`src/rtl/gactx_bank3_pkg.sv`:
```
// Purpose: shared types and constants for the bank-3 sequence unpacker.
// Latency: n/a (package only).
// Backpressure: n/a (package only).
//
// Contents: FSM state enum, default slice geometry, index-width helper.
package gactx_bank3_pkg;

    // Default geometry: a 512-bit read beat split into 16 slices of 4 bytes.
    localparam int N_SLICES    = 16;
    localparam int SLICE_BYTES = 4;
    localparam int LEN_WIDTH   = 32;

    typedef enum logic [1:0] {
        ST_IDLE  = 2'd0,
        ST_RUN   = 2'd1,
        ST_FLUSH = 2'd2,
        ST_DONE  = 2'd3
    } state_t;

    // Width of a slice index; never zero, even for a single-slice beat.
    function automatic int idx_width(input int n);
        return (n > 1) ? $clog2(n) : 1;
    endfunction

endpackage

```
`src/rtl/gactx_bank3_seq_unpacker.sv`:
```
// Purpose: split wide read beats into narrow, byte-counted slices for the GACT-X array.
// Latency: first slice valid the cycle after its beat is accepted; one slice per cycle after that.
// Backpressure: m_axis_tready stalls hold outputs stable; s_axis_tready only opens when the hold register frees.
//
// Ports:
//   aclk, areset                  clock, asynchronous active-high reset
//   ctrl_start / ctrl_len_bytes   job start pulse and byte count (sampled only in IDLE)
//   ctrl_done / ctrl_short        one-cycle completion pulse, sticky "input ended early" flag
//   s_axis_*                      wide input beats (tvalid/tready/tdata/tlast)
//   m_axis_*                      narrow output slices (tvalid/tready/tdata/tkeep/tlast)
module gactx_bank3_seq_unpacker
    import gactx_bank3_pkg::*;
#(
    parameter int C_IN_WIDTH  = N_SLICES * SLICE_BYTES * 8,
    parameter int C_OUT_WIDTH = SLICE_BYTES * 8,
    parameter int C_LEN_WIDTH = LEN_WIDTH
) (
    input  logic                     aclk,
    input  logic                     areset,
    input  logic                     ctrl_start,
    input  logic [C_LEN_WIDTH-1:0]   ctrl_len_bytes,
    output logic                     ctrl_done,
    output logic                     ctrl_short,
    input  logic                     s_axis_tvalid,
    output logic                     s_axis_tready,
    input  logic [C_IN_WIDTH-1:0]    s_axis_tdata,
    input  logic                     s_axis_tlast,
    output logic                     m_axis_tvalid,
    input  logic                     m_axis_tready,
    output logic [C_OUT_WIDTH-1:0]   m_axis_tdata,
    output logic [C_OUT_WIDTH/8-1:0] m_axis_tkeep,
    output logic                     m_axis_tlast
);

    localparam int NSL   = C_IN_WIDTH / C_OUT_WIDTH;
    localparam int SLB   = C_OUT_WIDTH / 8;
    localparam int IDX_W = idx_width(NSL);

    localparam logic [IDX_W-1:0]       IDX_LAST = IDX_W'(NSL - 1);
    localparam logic [C_LEN_WIDTH-1:0] SLB_LEN  = C_LEN_WIDTH'(SLB);

    state_t                   state_q;
    state_t                   state_d;
    logic [C_IN_WIDTH-1:0]    hold_q;
    logic                     hold_vld_q;
    logic                     hold_last_q;
    logic [IDX_W-1:0]         idx_q;
    logic [C_LEN_WIDTH-1:0]   remaining_q;
    logic                     short_q;

    logic                     start_acc;
    logic                     slice_hs;
    logic                     beat_hs;
    logic                     last_idx;
    logic                     len_end;
    logic                     end_slice;
    logic                     short_end;
    logic [C_LEN_WIDTH-1:0]   dec;
    logic [C_OUT_WIDTH-1:0]   slice_arr [NSL];

    // Slice view of the hold register; slice 0 carries the lowest bytes.
    for (genvar g = 0; g < NSL; g++) begin : g_slice
        assign slice_arr[g] = hold_q[g*C_OUT_WIDTH +: C_OUT_WIDTH];
    end

    assign last_idx  = (idx_q == IDX_LAST);
    assign len_end   = (remaining_q <= SLB_LEN);
    // The job ends either when the byte count runs out or when the last
    // slice of the final input beat goes out with bytes still owed.
    assign end_slice = len_end || (hold_last_q && last_idx);
    assign short_end = hold_last_q && last_idx && !len_end;
    // min(slice bytes, remaining) keeps the counter from wrapping below zero.
    assign dec       = len_end ? remaining_q : SLB_LEN;

    // State register.
    always_ff @(posedge aclk or posedge areset) begin
        if (areset) begin
            state_q <= ST_IDLE;
        end else begin
            state_q <= state_d;
        end
    end

    // Next state and handshake outputs.
    always_comb begin
        state_d       = state_q;
        s_axis_tready = 1'b0;
        m_axis_tvalid = 1'b0;
        ctrl_done     = 1'b0;
        start_acc     = 1'b0;
        case (state_q)
            ST_IDLE: begin
                if (ctrl_start) begin
                    start_acc = 1'b1;
                    state_d   = (ctrl_len_bytes == '0) ? ST_DONE : ST_RUN;
                end
            end
            ST_RUN: begin
                m_axis_tvalid = hold_vld_q;
                // Refill in the same cycle the last slice of a beat leaves,
                // unless that slice also ends the job.
                s_axis_tready = !hold_vld_q ||
                                (m_axis_tready && last_idx && !end_slice);
                if (hold_vld_q && m_axis_tready && end_slice) begin
                    state_d = hold_last_q ? ST_DONE : ST_FLUSH;
                end
            end
            ST_FLUSH: begin
                s_axis_tready = 1'b1;
                if (s_axis_tvalid && s_axis_tlast) begin
                    state_d = ST_DONE;
                end
            end
            ST_DONE: begin
                ctrl_done = 1'b1;
                state_d   = ST_IDLE;
            end
            default: begin
                state_d = ST_IDLE;
            end
        endcase
    end

    assign slice_hs = m_axis_tvalid && m_axis_tready;
    assign beat_hs  = (state_q == ST_RUN) && s_axis_tvalid && s_axis_tready;

    // Hold register, slice index, byte counter and short flag.
    always_ff @(posedge aclk or posedge areset) begin
        if (areset) begin
            hold_q      <= '0;
            hold_vld_q  <= 1'b0;
            hold_last_q <= 1'b0;
            idx_q       <= '0;
            remaining_q <= '0;
            short_q     <= 1'b0;
        end else begin
            if (start_acc) begin
                remaining_q <= ctrl_len_bytes;
                short_q     <= 1'b0;
                idx_q       <= '0;
                hold_vld_q  <= 1'b0;
            end
            if (slice_hs) begin
                remaining_q <= remaining_q - dec;
                if (end_slice || last_idx) begin
                    idx_q      <= '0;
                    hold_vld_q <= 1'b0;
                end else begin
                    idx_q <= idx_q + IDX_W'(1);
                end
                if (short_end) begin
                    short_q <= 1'b1;
                end
            end
            // A beat accepted alongside the final slice re-arms the hold.
            if (beat_hs) begin
                hold_q      <= s_axis_tdata;
                hold_last_q <= s_axis_tlast;
                hold_vld_q  <= 1'b1;
            end
        end
    end

    assign m_axis_tdata = slice_arr[idx_q];
    assign m_axis_tlast = m_axis_tvalid && end_slice;
    assign ctrl_short   = short_q;

    always_comb begin
        m_axis_tkeep = '0;
        for (int k = 0; k < SLB; k++) begin
            m_axis_tkeep[k] = m_axis_tvalid && (remaining_q > C_LEN_WIDTH'(k));
        end
    end

endmodule

```
`config.mk`:
```
export PLATFORM = sky130hd
export DESIGN_NAME = gactx_bank3_seq_unpacker
export DESIGN_NICKNAME = d
export VERILOG_FILES = /design/src/rtl/gactx_bank3_pkg.sv /design/src/rtl/gactx_bank3_seq_unpacker.sv
export SDC_FILE = /design/constraint.sdc
export NUM_CORES = 1
export LEC_CHECK = 0
export ABC_AREA = 1
export BUFFER_PORTS_ARGS = -buffer_cell sky130_fd_sc_hd__buf_2
export CAP_MARGIN = 0
export CORE_ASPECT_RATIO = 2
export CORE_MARGIN = 3
export CORE_UTILIZATION = 45
export CTS_CLUSTER_SIZE = 12
export DETAILED_ROUTE_END_ITERATION = 12
export GPL_TIMING_DRIVEN = 0
export PLACE_DENSITY_LB_ADDON = 0.3
export SETUP_SLACK_MARGIN = 0.1
export SLEW_MARGIN = 20
export SYNTH_ARGS = -nofsm -noshare
export SYNTH_HDL_FRONTEND = slang
export SYNTH_SLANG_ARGS = --single-unit
```
`constraint.sdc`:
```
create_clock -name aclk -period 20.3 [get_ports aclk]
set_clock_uncertainty 0.15 [all_clocks]
set_input_delay 3.045 -clock aclk [delete_from_list [all_inputs] [get_ports aclk]]
set_output_delay 3.045 -clock aclk [all_outputs]
set_load 0.01 [all_outputs]
```
=== Word level (Yosys, flattened, before mapping) ===
Index checks and enable logic that the tools add are counted.

* Add/sub/neg operators: 2
* Magnitude comparators: 6
* Equality and inequality tests: 7
* Multiplexer cells: 27
* Bitwise operators: 1
* Reduce and logical (&&, ||, !) cells: 25

{| class="wikitable"
|+ Operators by type and width
! cell !! count
|-
| 32-bit 2-to-1 mux || 5
|-
| 32-bit binary-select mux with 4-bit select || 1
|-
| 32-bit by 1-bit greater-than comparator with 1-bit output (second input constant) || 2
|-
| 32-bit by 2-bit greater-than comparator with 1-bit output (second input constant) || 2
|-
| 32-bit by 3-bit less-or-equal comparator with 1-bit output (second input constant) || 1
|-
| 32-bit logical NOT || 1
|-
| 32-bit subtractor || 1
|-
| 1-bit logical AND || 15
|-
| 1-bit 2-to-1 mux || 12
|-
| 4-bit 2-to-1 mux || 3
|-
| 2-bit 2-to-1 mux || 4
|-
| 2-bit one-hot mux with 4 select lines || 1
|-
| 2-bit inequality test (second input constant) || 3
|-
| 5-bit >= comparator (second input constant) || 1
|-
| 4-bit inverter with 5-bit output || 1
|-
| 4-bit by 1-bit adder with 4-bit output (second input constant) || 1
|-
| 2-bit equality test (second input constant) || 2
|-
| 4-bit equality test (second input constant) || 1
|-
| 1-bit logical NOT || 3
|-
| 1-bit logical OR || 3
|-
| 3-bit AND reduction || 1
|-
| 2-bit by 1-bit equality test with 1-bit output (second input constant) || 1
|-
| 2-bit logical NOT || 1
|-
| 1-bit one-hot mux with 2 select lines || 1
|-
| 2-bit nonzero test || 1
|}

* Flip-flop bits (word level): 553
* Bits of input ports: 550
* Output and inout bits: 41
* Word-level logic and storage cells: 75

=== Logic depth before layout (Yosys ltp) ===
Gate-level depths: netlist of the first run.

* Depth after elaboration: 9
* Mapped depth: 16
* Depth with buffers taken out: 15

=== Worst setup path before layout of the first run ===
No wires, ideal clock.

* Kind: input to output
* Start point: input m_axis_tready
* End point: output s_axis_tready
* Arrival: 3.485 ns
* Required time: 17.105 ns
* Setup slack: 13.620 ns
* Stages: 4
* Buffers on the path: 0
* Cells stage by stage: nand2_1 -> o21ai_1 -> nand2_1 -> a21oi_1

* Longest elaborated chain between the ends: 4

{| class="wikitable"
|+ RTL lines
! what !! RTL line !! text
|-
| start: declaration || gactx_bank3_seq_unpacker.sv:29 || <nowiki>input logic m_axis_tready,</nowiki>
|-
| 1-bit logical AND (2 in series) || gactx_bank3_seq_unpacker.sv:103 || <nowiki>(m_axis_tready && last_idx && !end_slice);</nowiki>
|-
| 1-bit logical OR || gactx_bank3_seq_unpacker.sv:102 || <nowiki>s_axis_tready = !hold_vld_q ||</nowiki>
|-
| 1-bit one-hot mux with 2 select lines || gactx_bank3_seq_unpacker.sv:91 || <nowiki>case (state_q)</nowiki>
|-
| end: declaration || gactx_bank3_seq_unpacker.sv:25 || <nowiki>output logic s_axis_tready,</nowiki>
|}

Every way passes these cells.

=== Worst setup path after layout of the first run ===
* Start point: register idx_q[0]
* End point: output m_axis_tdata[12]

* Longest elaborated chain between the ends: 4

{| class="wikitable"
|+ RTL lines
! what !! RTL line !! text
|-
| start: declaration || gactx_bank3_seq_unpacker.sv:47 || <nowiki>logic [IDX_W-1:0] idx_q;</nowiki>
|-
| start signal: assignment || gactx_bank3_seq_unpacker.sv:149 || <nowiki>idx_q <= idx_q + IDX_W'(1);</nowiki>
|-
| 4-bit inverter with 5-bit output (not written as such) || gactx_bank3_seq_unpacker.sv:164 || <nowiki>assign m_axis_tdata = slice_arr[idx_q];</nowiki>
|-
| 32-bit binary-select mux with 4-bit select || gactx_bank3_seq_unpacker.sv:164 ||
|-
| 32-bit 2-to-1 mux (not written as such) (2 in series) || gactx_bank3_seq_unpacker.sv:164 ||
|-
| end: declaration || gactx_bank3_seq_unpacker.sv:30 || <nowiki>output logic [C_OUT_WIDTH-1:0] m_axis_tdata,</nowiki>
|}

Every way passes these cells. The select of a mux whose other input is x is not followed.

==> results of run 1 <==
## synth_stat cells (2+ instances only)
| cell | n | share of area [%] |
|---|---|---|
| inv_1 | 709 | 9.1 |
| dfrtp_1 | 553 | 47 |
| o21ai_0 | 498 | 8.5 |
| nand2_1 | 439 | 5.6 |
| nand2_2 | 201 | 4.3 |
| o21ai_2 | 200 | 6.0 |
| o211ai_1 | 141 | 3.6 |
| a21oi_1 | 136 | 2.3 |
| mux2i_1 | 128 | 4.4 |
| nand3_1 | 121 | 2.1 |
| clkbuf_1 | 94 | 1.2 |
| buf_2 | 68 | 1.2 |
| nor2_1 | 57 | 0.73 |
| buf_12 | 22 | 1.5 |
| buf_4 | 14 | 0.36 |
| nand4_1 | 12 | 0.26 |
| nor4_1 | 12 | 0.26 |
| buf_1 | 10 | 0.13 |
| clkbuf_4 | 9 | 0.23 |
| ha_1 | 7 | 0.30 |
| nor3_1 | 6 | 0.10 |
| xor2_1 | 6 | 0.18 |
| nor2_2 | 4 | 0.085 |
| a31o_2 | 2 | 0.060 |
| and3_1 | 2 | 0.043 |
| inv_2 | 2 | 0.026 |
| nor2_4 | 2 | 0.077 |
| o21bai_1 | 2 | 0.051 |
| o22ai_1 | 2 | 0.043 |
## cell type report
| type | instances | area (um^2) |
|---|---|---|
| fillers | 6332 | 29180 |
| flip-flops and latches | 553 | 13840 |
| multi-input cells | 1986 | 11480 |
| repair buffers | 595 | 3090 |
| inverters | 712 | 2680 |
| clock buffers | 66 | 1418 |
| plain buffers | 219 | 1371 |
| well taps | 864 | 1081 |
| clock inverters | 7 | 93.84 |
| diodes | 7 | 17.52 |
## flip-flops by register name, indices dropped and copies added, names as in the netlist
name         count
ctrl_short       1
hold_last_q      1
hold_q         512
hold_vld_q       1
idx_q            4
remaining_q     32
state_q          2
## worst paths after layout
path,startpoint,end,slack (ns),cells after the start
worst min-delay path,hold_q[505]$_DFFE_PP0P_,hold_q[505]$_DFFE_PP0P_,0.33,2
worst max-delay path,idx_q[0]$_DFFE_PP0P_,m_axis_tdata[12],12.69,10
worst max register to register,remaining_q[16]$_DFFE_PP0P_,hold_q[316]$_DFFE_PP0P_,16.90,13
min in group asynchronous,areset,hold_q[488]$_DFFE_PP0P_,2.40,2
worst min register to register,hold_q[505]$_DFFE_PP0P_,hold_q[505]$_DFFE_PP0P_,0.33,2
max in group asynchronous,areset,hold_q[349]$_DFFE_PP0P_,15.72,5
## stage by stage
| stage | cells | total power [uW] | TNS (ns) |
|---|---|---|---|
| after floorplan | 3470 | 3378 | 0 |
| after CTS | 5002 | 5292 | 0 |
| after global routing | 5005 | 5599 | 0 |
| after detailed placement | 4929 | 4342 | 0 |
| after global placement | 4924 | 4289 | -2695.27 |
| final | 5009 | 5334 | 0 |
## layer usage
layer / vias up / part of all wire [%]
li1: 12340 / -
met1: 13040 / 34
met2: 1470 / 49
met3: 420 / 6.3
met4: 6 / 11
met5: - / 0.034
## kinds of logic after synthesis
family | synth area share [%]
xor+xnor | 0.2088
buf+inv | 13.77
compound gates | 20.60
other cells | 0.01277
flops | 47.12
fa+ha+maj | 0.2982
simple gates | 13.63
mux | 4.363
## critical path: stages (launching register included)
cell and delay (ns):
dfrtp_1 0.36, buf_2 0.21, clkbuf_1 0.45, clkbuf_1 0.41, clkbuf_1 0.82, a21oi_1 0.16, o21ai_0 0.24, o21ai_0 0.32
o211ai_1 0.54, nand2_1 0.12, buf_2 0.18
## power groups by stage
stage | sequential [uW] | combinational (uW) | clock, uW
2_1_floorplan | 1930 | 1450 | 0
3_3_place_gp | 2040 | 2250 | 0
3_5_place_dp | 2050 | 2290 | 0
4_1_cts | 2040 | 2300 | 953
5_1_grt | 2100 | 2500 | 994
6_report | 2050 | 2330 | 952
==> impl_metrics.tcl, run 1 <==
set metrics [dict create \
    post_cts_buffers 0 \
    setup_violations 0 \
    dpl_cell_area_um2 33550 \
    grt_pass1_wl_mm 185.6 \
    ctsResizeCount 0 \
    drive_above_1_share_pct 28.66 \
    synth_edf_count 0 \
    cp.required_ns 17.11 \
    start_util_pct 45.70 \
    yosysWarnings 0 \
    outcome "finished clean" \
    grt_use_total_pct 37.48 \
    wl_per_cell_um 26.35 \
    final_common_cell "inv_1" \
    pwr-share-seq_pct 38.5 \
    grt_pass1_vias 27960 \
    routed_wl_mm 132.0 \
    syn_nets 4027 \
    yosys.cell_types.count 40 \
    finalCriticalPeriod_ns 7.610 \
    ys.flop_type "dfrtp_1" \
    slew_headroom_pct 22.47 \
    cts.reportedPaths.clkPinSlew_ns 0.07 \
    maxCapViolCount 0 \
    drtAntennaViolNets 0 \
    synthesis.area_um2 29370 \
    final_util_pct 54.59 \
    synthArstFlopShare_pct 100.0 \
    vdd_ir_drop_max_v 0.00008473 \
    holdCritPathClass "reg2reg" \
    grtUsageMet3_pct 4.842 \
    hpwl_mm 106.4 \
    syn_avg_cell_area_um2 8.463 \
    syn_inst 3470 \
    crit_fanout 10 \
    die_h_um 367.3 \
    critPathKind "reg2out" \
    htree_levels 2 \
    ys_seq_area_share_pct 47.12 \
    holdWs_ns 0.3328 \
    area_growth_pct 19.44 \
    cts_root_buf "clkbuf_16" \
    grt_max_degree 101 \
    end_kind "primary output" \
    critPathLaunchType "flip-flop" \
    cts_tree "yes" \
    fmax_mhz 131.4 \
    clockBufferDepth 3 \
    place_ws_ns 13.41 \
    design_area_um2 35070 \
    vias_per_cell 5.446 \
    fin_nets 4678 \
    coreArea_um2 64250 \
    antenna_found_initial 8 \
    p_leak_uw 0.01809 \
    clkPwrFrac_pct 17.9 \
    clk_latency_ns 0.61 \
    met2_usage_pct 64.15 \
    p_sw_share_pct 43.91 \
    final_hold_viol_count 0 \
    gr-total-overflow 0 \
    hold_buffers 0 \
    initialDrtViolationCount 2225 \
    dieArea_um2 68540 \
    drc_errors 0 \
    p_int_uw 2992 \
    post-route-period-util_pct 37.49 \
    p_switching_uw 2342 \
    p_comb_share_pct 43.7 \
    slew_violations 0 \
    yosys_register_bits 553 \
    cts_buffers 54 \
    grt_util_met1_pct 40.48 \
    clock-sinks 553 \
    io_pins 591 \
    rows 131 \
    mostFrequentLayoutCells "708 x inv_1, 658 x buf_2, 553 x dfrtp_1, 498 x o21ai_0, 439 x nand2_1" \
    first_pass_iters 6 \
    setup_ws_ns 12.69 \
    worstPathArrival_ns 4.41 \
    gp_congestion 1.038 \
    worst_pin_slew_ns 1.154 \
    rsz0062_at_grt "false" \
    power.density_nw_per_um2 152.1 \
    num_vias 27280 \
    busiest_layer "met2" \
    port-buffer-count 590 \
    die_width_um 186.6 \
]
Power figures use the tool's default switching activity.
==> run 2, diff against run 1 <==
==> constraint.sdc (replaced) <==
create_clock -name aclk -period 7 [get_ports aclk]
set_clock_uncertainty 0.15 [all_clocks]
set_input_delay 1.05 -clock aclk [delete_from_list [all_inputs] [get_ports aclk]]
set_output_delay 1.05 -clock aclk [all_outputs]
set_load 0.01 [all_outputs]
==> run 2 against run 1 <==
  * Sequential share of layout area down 0.26 points
  * Hold slack about the same
  * Non-clock buffer count up 14
  * Largest power group unchanged
  * Setup slack worse by 11 ns
==> impl_metrics.tcl, run 2 (same netlist as run 1, synthesis figures left out) <==
set metrics [dict create \
    outcome "finished clean" \
    largest_reg_flops 512 \
    reg.largest.list "hold_q: 512 flops, remaining_q: 32 flops, idx_q: 4 flops" \
    clockBufferDepth 3 \
    slew_headroom_pct 22.81 \
    start_util_pct 45.70 \
    path_delay_family "buffers and inverters" \
    worst_pin_slew_ns 1.158 \
    drive_above_1_share_pct 28.90 \
    drtAntennaViolNets 0 \
    grtUsageMet3_pct 5.463 \
    vias_per_cell 5.493 \
    die_h_um 367.3 \
    slew_violations 0 \
    fmax_mhz 182.8 \
    finalCriticalPeriod_ns 5.470 \
    dieArea_um2 68540 \
    power.density_nw_per_um2 436.9 \
    critPathLaunchType "flip-flop" \
    grt_pass1_wl_mm 185.9 \
    maxCapViolCount 0 \
    post-route-period-util_pct 78.14 \
    cp.required_ns 5.80 \
    fin_nets 4691 \
    final.setup.tns_ns 0 \
    crit_fanout 10 \
    hold_buffers 0 \
    wl_per_cell_um 26.28 \
    setup_violations 0 \
    cts_buffers 53 \
    clk_latency_ns 0.62 \
    busiest_layer "met2" \
    p_leak_uw 0.01820 \
    worstPathArrival_ns 4.27 \
    grt_use_total_pct 37.44 \
    cpMostUsedCell "clkbuf_1" \
    critPathKind "reg2out" \
    grt_max_degree 35 \
    htree_levels 2 \
    hpwl_mm 107.1 \
    rrSetupSlack_ns 3.55 \
    final_hold_viol_count 0 \
    crit_buf_inv 5 \
    ctsResizeCount 0 \
    initialDrtViolationCount 2295 \
    top_register "hold_q" \
    grt_pass1_vias 27990 \
    mostFrequentLayoutCells "708 x inv_1, 658 x buf_2, 553 x dfrtp_1, 498 x o21ai_0, 439 x nand2_1" \
    end_kind "primary output" \
    critPathMaxStageDelay_ns 0.77 \
    holdCritPathClass "reg2reg" \
    gp_congestion 0.9894 \
    drc_errors 0 \
    area_growth_pct 20.23 \
    coreArea_um2 64250 \
    final_util_pct 54.95 \
    cts_tree "yes" \
    die_width_um 186.6 \
    cts_root_buf "clkbuf_16" \
    post_cts_buffers 0 \
    final_common_cell "inv_1" \
    crit_chain "buf_2 > clkbuf_1 > clkbuf_1 > clkbuf_1 > a21oi_1 > o21ai_0 > o21ai_0 > o211ai_1 > nand2_1 > buf_2" \
    rows 131 \
    cpMaxStageDelayCell "clkbuf_1" \
    num_vias 27580 \
    first_pass_iters 6 \
    antenna_found_initial 13 \
    cts.reportedPaths.clkPinSlew_ns 0.07 \
    port-buffer-count 590 \
    gr-total-overflow 0 \
    io_pins 591 \
    grt_util_met1_pct 40.02 \
    nFillCells 6307 \
    vdd_ir_drop_max_v 0.0002157 \
    rsz0062_at_grt "false" \
    met2_usage_pct 64.46 \
    routed_wl_mm 131.9 \
    clock-sinks 553 \
]
run 2: cell types whose count changed in the layout (fill, tap and decap cells not counted):
cell / previous run / this run
inv_8: 1 / 0
clkbuf_1: 104 / 102
diode_2: 7 / 8
bufinv_16: 2 / 1
buf_16: 5 / 2
buf_12: 22 / 39
clkinvlp_4: 2 / 1
clkbuf_8: 0 / 2
run 2: final cells by class:
type	instances	area, um^2	share of cell area, %
Sequential cell	553	13840	39.19
Multi-Input combinational cell	1986	11480	32.53
Timing Repair Buffer	609	3348	9.483
Inverter	712	2676	7.580
Clock buffer	66	1438	4.072
Buffer	219	1371	3.884
Tap cell	864	1081	3.062
Clock inverter	4	48.80	0.1382
Antenna cell	8	20.02	0.05670
run 2: through the flow:
step,setup slack (ns),hold slack [ns],instance area (um^2),std cells,total power [uW]
final,1.530,0.3327,35310,5021,15430
after global routing,1.478,0.3400,35300,5018,16190
after CTS,1.720,0.3333,35290,5013,15330
after detailed placement,2.365,0.3178,33800,4943,12590
after global placement,-5.286,0.3110,33400,4924,12410
after floorplan,-1.726,0.2978,29370,3470,9798
run 2: final timing paths:
path,endpoint,cells after the start,from
min in group asynchronous,hold_q[492]$_DFFE_PP0P_,2,areset
max reg2reg,hold_q[318]$_DFFE_PP0P_,13,remaining_q[28]$_DFFE_PP0P_
min reg2reg,hold_q[283]$_DFFE_PP0P_,2,hold_q[283]$_DFFE_PP0P_
max,m_axis_tdata[10],10,idx_q[0]$_DFFE_PP0P_
min,hold_q[283]$_DFFE_PP0P_,2,hold_q[283]$_DFFE_PP0P_
max in group asynchronous,hold_q[181]$_DFFE_PP0P_,9,areset
run 2: where the power goes:
part	switching, uW	internal (uW)	total [uW]
registers	1150	4810	5960
logic	4350	2400	6750
clock network	1260	1460	2720
run 2: tightest hold or removal path, delay by kind of cell (launching register included):
family          cells  cell delay, ns
compound gates      1            0.06
simple gates        1            0.05
flops               1            0.34
run 2: routing by layer:
metal  routed length (um)  up-vias
li1                     -    12380
met1                44240    13160
met2                64570     1582
met3                 9169      451
met4                13890        8
met5                   60        -
